### src/rtl/registro_desplazante_n.sv
// registro_desplazante_n: WIDTH-bit universal shift register.
// It supports serial shift, circular rotate and parallel load in either direction.
// It has a burst engine (IDLE -> SHIFT -> DONE) that runs `cnt` steps with the
// mode and direction frozen at the start of the burst.
// Optional feature: define REGDESP_ARITH_EN to make modo=2'b11 an arithmetic
// shift. Without it, modo=2'b11 is a parallel load.
module registro_desplazante_n #(
    parameter int WIDTH = 8,
    localparam int CW = $clog2(WIDTH + 1)
) (
    input  logic             clk,
    input  logic             rst,
    input  logic             enb,
    input  logic             dir,
    input  logic             s_in,
    input  logic [1:0]       modo,
    input  logic [WIDTH-1:0] d,
    input  logic             start,
    input  logic [CW-1:0]    cnt,
    output logic [WIDTH-1:0] q,
    output logic             s_out,
    output logic             busy,
    output logic             done
);

    typedef enum logic [1:0] {
        ST_IDLE  = 2'b00,
        ST_SHIFT = 2'b01,
        ST_DONE  = 2'b10
    } state_t;

    state_t           r_state;
    logic [WIDTH-1:0] r_q;
    logic             r_sOut;
    logic             r_busy;
    logic             r_done;
    logic [1:0]       r_modo;
    logic             r_dir;
    logic [CW-1:0]    r_count;

    logic [1:0]       w_modo;
    logic             w_dir;
    logic [WIDTH-1:0] w_stepQ;
    logic             w_stepSout;

    // A burst uses the mode and direction latched at its start; otherwise use the live inputs
    always_comb begin
        w_modo = modo;
        w_dir  = dir;
        if (r_state == ST_SHIFT) begin
            w_modo = r_modo;
            w_dir  = r_dir;
        end
    end

    // Next register contents and serial-out bit for one step in the selected mode
    always_comb begin
        w_stepQ    = r_q;
        w_stepSout = r_sOut;
        case (w_modo)
            2'b00: begin
                if (w_dir) begin
                    w_stepQ    = {s_in, r_q[WIDTH-1:1]};
                    w_stepSout = r_q[0];
                end else begin
                    w_stepQ    = {r_q[WIDTH-2:0], s_in};
                    w_stepSout = r_q[WIDTH-1];
                end
            end
            2'b01: begin
                if (w_dir) begin
                    w_stepQ    = {r_q[0], r_q[WIDTH-1:1]};
                    w_stepSout = r_q[0];
                end else begin
                    w_stepQ    = {r_q[WIDTH-2:0], r_q[WIDTH-1]};
                    w_stepSout = r_q[WIDTH-1];
                end
            end
            2'b10: begin
                w_stepQ = d;
            end
            2'b11: begin
`ifdef REGDESP_ARITH_EN
                if (w_dir) begin
                    w_stepQ    = {r_q[WIDTH-1], r_q[WIDTH-1:1]};
                    w_stepSout = r_q[0];
                end else begin
                    w_stepQ    = {r_q[WIDTH-2:0], 1'b0};
                    w_stepSout = r_q[WIDTH-1];
                end
`else
                w_stepQ = d;
`endif
            end
            default: begin
                w_stepQ    = r_q;
                w_stepSout = r_sOut;
            end
        endcase
    end

    // Burst FSM with registered data path and status outputs
    always_ff @(posedge clk or posedge rst) begin
        if (rst) begin
            r_state <= ST_IDLE;
            r_q     <= '0;
            r_sOut  <= 1'b0;
            r_busy  <= 1'b0;
            r_done  <= 1'b0;
            r_modo  <= 2'b00;
            r_dir   <= 1'b0;
            r_count <= '0;
        end else begin
            case (r_state)
                ST_IDLE: begin
                    if (enb) begin
                        if (start) begin
                            r_modo  <= modo;
                            r_dir   <= dir;
                            r_count <= cnt;
                            if (cnt != '0) begin
                                r_state <= ST_SHIFT;
                                r_busy  <= 1'b1;
                            end else begin
                                r_state <= ST_DONE;
                                r_done  <= 1'b1;
                            end
                        end else begin
                            r_q    <= w_stepQ;
                            r_sOut <= w_stepSout;
                        end
                    end
                end
                ST_SHIFT: begin
                    if (enb) begin
                        r_q     <= w_stepQ;
                        r_sOut  <= w_stepSout;
                        r_count <= r_count - CW'(1);
                        if (r_count == CW'(1)) begin
                            r_state <= ST_DONE;
                            r_busy  <= 1'b0;
                            r_done  <= 1'b1;
                        end
                    end
                end
                ST_DONE: begin
                    r_state <= ST_IDLE;
                    r_done  <= 1'b0;
                end
                default: begin
                    r_state <= ST_IDLE;
                    r_busy  <= 1'b0;
                    r_done  <= 1'b0;
                end
            endcase
        end
    end

    assign q     = r_q;
    assign s_out = r_sOut;
    assign busy  = r_busy;
    assign done  = r_done;

endmodule

### config.mk
export PLATFORM = sky130hd
export DESIGN_NAME = registro_desplazante_n
export DESIGN_NICKNAME = d
export VERILOG_FILES = /design/src/rtl/registro_desplazante_n.sv
export SDC_FILE = /design/constraint.sdc
export NUM_CORES = 1
export LEC_CHECK = 0
export ABC_AREA = 1
export BUFFER_PORTS_ARGS = -buffer_cell sky130_fd_sc_hd__buf_2
export CAP_MARGIN = 15
export CORE_MARGIN = 3
export CORE_UTILIZATION = 51
export CTS_BUF_LIST = sky130_fd_sc_hd__clkbuf_8 sky130_fd_sc_hd__clkbuf_16
export DETAILED_ROUTE_END_ITERATION = 10
export HOLD_SLACK_MARGIN = 0.05
export PLACE_DENSITY = 0.8
export SLEW_MARGIN = 20
export SYNTH_ARGS = -nofsm -noshare
export SYNTH_HDL_FRONTEND = slang
export SYNTH_SLANG_ARGS = --single-unit
### constraint.sdc
create_clock -name clk -period 1.6 [get_ports clk]
set_input_delay 0.16 -clock clk [delete_from_list [all_inputs] [get_ports clk]]
set_output_delay 0.16 -clock clk [all_outputs]
set_load 0.005 [all_outputs]
==> summary.txt <==
Run status
  • Outcome: finished, final reports clean

Critical path
  • R2r startpoint: r_state[0]
  • Worst R2R Setup Slack: 0.14 ns
  • Kind of critical path: reg2reg
  • Worst setup SP type: flop
  • Critical Path End Type: flop
  • Worst R2R End: r_modo[1]
  • Crit-path cells: nor2_1, nand2_2, nor2_2, mux2_2
  • WP buf/inv: 0
  • Worst Reg-to-Reg Cells: 4
  • Worst path max stage delay: roughly 0.47 ns
  • Critical path fanouts, max: 7
  • CP delay by family, top: simple AND/OR/NAND/NOR gates
  • Worst path slowest cell: dfrtp_2
  • Crit path required time: between 1.5 and 2 ns
  • Critical Path AT: about 1.6 ns

Yosys
  • Synthesis-stage register bit count: 20
  • Top_reg_cell synth: dfrtp_1
  • Most numerous cell in the Yosys netlist: nand2_1
  • Area contributors post-synth: dfrtp_1 (42%), nand2_1 (12%), nand3_1 (8.0%), inv_1 (6.3%), a21oi_1 (5.5%)
  • Seq/Total Area, Yosys: 42.0%
  • Synth cell types: 23
  • EDFF count, synth: 0
  • Post-synthesis mux area share: approximately 1.9%
  • Syn_nets: 179
  • Cells after Synth: around 160
  • Warnings from Yosys: 0
  • Avg Cell Area, Syn: approximately 7.6 um2
  • Simple-gate share of the synthesized area: 29.5%
  • XOR/XNOR Fraction of Synth Area: less than 1%
  • Post-Syn Area: ~0.0012 mm2
  • Area leader, netlist: dfrtp_1
  • Async set-reset flop share out of synthesis: 100%
  • Synth top cells by count: nand2_1 (37), dfrtp_1 (20), inv_1 (20)
  • Compound-Gate Fraction of Synth Area: ~16%
  • Post-synthesis adder-cell area fraction: 2.10%
  • Combinational family with the most area after synthesis: simple AND/OR/NAND/NOR gates
  • Synth top area share: 42.0%

Global routing
  • First-pass GRT wire length: approximately 4600 um
  • Vias in the first global route: 1,054
  • Total track usage: a little over a fifth
  • Initial antenna violation count: 0
  • Largest net degree at the start of global routing: 21
  • GRT overflow: 0

STA
  • Worst Hold Slack: approximately 0.15 ns
  • Post-route clock skew: around 0.003 ns
  • Tcrit/Tclk final: roughly nine tenths
  • Final hold violations: 0
  • Final number of setup-violating endpoints: 0
  • RSZ-0062 raised after global routing: no
  • Max Clk Rate: a little under 700 MHz
  • Min Clock Period, post-route: around 1.5 ns
  • TNS Setup: 0 ns
  • Slew headroom: 82.0%
  • Max Slew Vio Count: 0
  • Tightest Pin Transition: between 0.2 and 0.3 ns

Power
  • Cell area power density: between 1500 and 2000 mW/mm2
  • Leak: around 0.76 nW
  • Peak VDD IR: between 1 and 1.5 mV
  • Power consumption: roughly 2.8 mW

Layout
  • # diodes: 0
  • Fin cells: 220
  • Area delta synth->final: 21.2%
  • NumNets Final: roughly 220
  • Layout cells sized above 1: between 20% and 30%

Die
  • Core box area: about 0.0021 mm2
  • I/O pin count: 31
  • Die ar.: ~0.003 mm2
  • Initial core utilization: 57.3%
  • Die width: between 50 and 60 um
  • FP Rows: 16
  • Die Ht: about 54 um

Placed design
  • GPL Wtd Cong: 0.809
  • Placed cells: about 220
  • Final HPWL DP: around 2100 um
  • # port buffers: 30

Routing
  • DRC: 0
  • Via count: 1,194
  • Vias per cell: between 5 and 6
  • WL per Instance: ~13 um
  • Post-DRT Antenna Nets: 0
  • First-pass DRT Iterations: 6
  • DRT iter0 DRCs: 40
  • Final WL: about 2800 um

Clock tree
  • Max Buffers Root-to-Sink: 2
  • Postcts setup bufs: 0
  • Worst-path clk slew: around 0.070 ns
  • Clock latency on the worst-skew pair: approximately 0.26 ns
  • Clock Sinks: 20
  • CTS tree: yes
  • CTS H-tree lvls: 1
  • CTS root buffer: clkbuf_8
  • CTS buffer count: 3

Hold path
  • WHS Endpoint: r_dir
  • Hold path cells: 3
  • Worst Hold Class: in2reg
  • Hold Startpoint: dir

Run
  • Max-cap violations: 0
-- sequential cells by signal, indices dropped and copies added (netlist names) --
name / count
r_state: 2
r_modo: 2
busy: 1
q: 8
r_dir: 1
r_count: 4
done: 1
s_out: 1
-- how the worst max path moves through the flow --
| stage | start | endpoint | slack, ns | cells after the start |
|---|---|---|---|---|
| after global routing | r_state[0] | q[3] | 0.007 | 6 |
| final | r_state[0] | r_modo[1] | 0.14 | 4 |
| after CTS | r_state[0] | r_modo[1] | 0.02 | 4 |
| after detailed placement | r_state[0] | r_modo[1] | 0.03 | 4 |
| after floorplan | r_state[1] | r_modo[0] | 0.17 | 4 |
| after global placement | r_state[0] | r_modo[1] | 0.05 | 4 |
-- power by group --
group	leakage [nW]	switching (mW)	internal [mW]
Sequential	0.234	0.185	0.761
Combinational	0.505	0.946	0.600
Clock	0.0216	0.163	0.168
-- cells in the final DEF (no fill, tap or decap), types with 3 or more instances in the layout --
master,count
a21oi_1,13
buf_2,30
buf_4,4
clkbuf_8,3
dfrtp_1,19
inv_1,19
nand2_1,36
nand2_2,4
nand3_1,19
nand4_1,3
nor2_1,10
o211ai_1,7
o21ai_0,7
-- metal layers --
metal	track usage, %	routed length [um]	vias up
li1	-	-	597
met2	29.7	1160	46
met3	2.45	171	4
met4	6.22	31	0
met1	33.4	1430	547
met5	0	0	-
-- per-stage QoR --
stage | area (um2) | setup WS (ns) | util (%)
finish | 1450 | 0.137 | 69.4
CTS | 1440 | 0.0215 | 69.1
global route | 1450 | 0.00701 | 69.4
global placement | 1390 | 0.0498 | 66.6
detailed placement | 1390 | 0.0347 | 66.6
floorplan | 1190 | 0.174 | -
-- cells by family after synthesis --
group / count (synthesis)
and+or+nand+nor: 77
DFF: 20
adders and majority gates: 2
muxes: 2
xor gates and xnor gates: 1
buffers and inverters: 23
AOI/OAI and AO/OA: 32
-- layout make-up --
class	count	area, um2
clock buffers	3	41.3
fillers	169	637
inverters	21	78.8
multi-input cells	114	599
flip-flops and latches	20	502
well taps	27	33.8
repair buffers	35	190
-- repair_timing --
item                                    in CTS  in global routing
endpoints found under the setup margin       0                 11
hold buffers                                 1                  0
hold endpoints to repair                    20                  0
gates resized for setup                      0                  4
-- tightest hold or removal path, delay by kind of cell --
family          cells  cell delay, ns
simple gates        1            0.05
buf+inv             1            0.10
compound gates      1            0.06
Power figures use the tool's default switching activity.
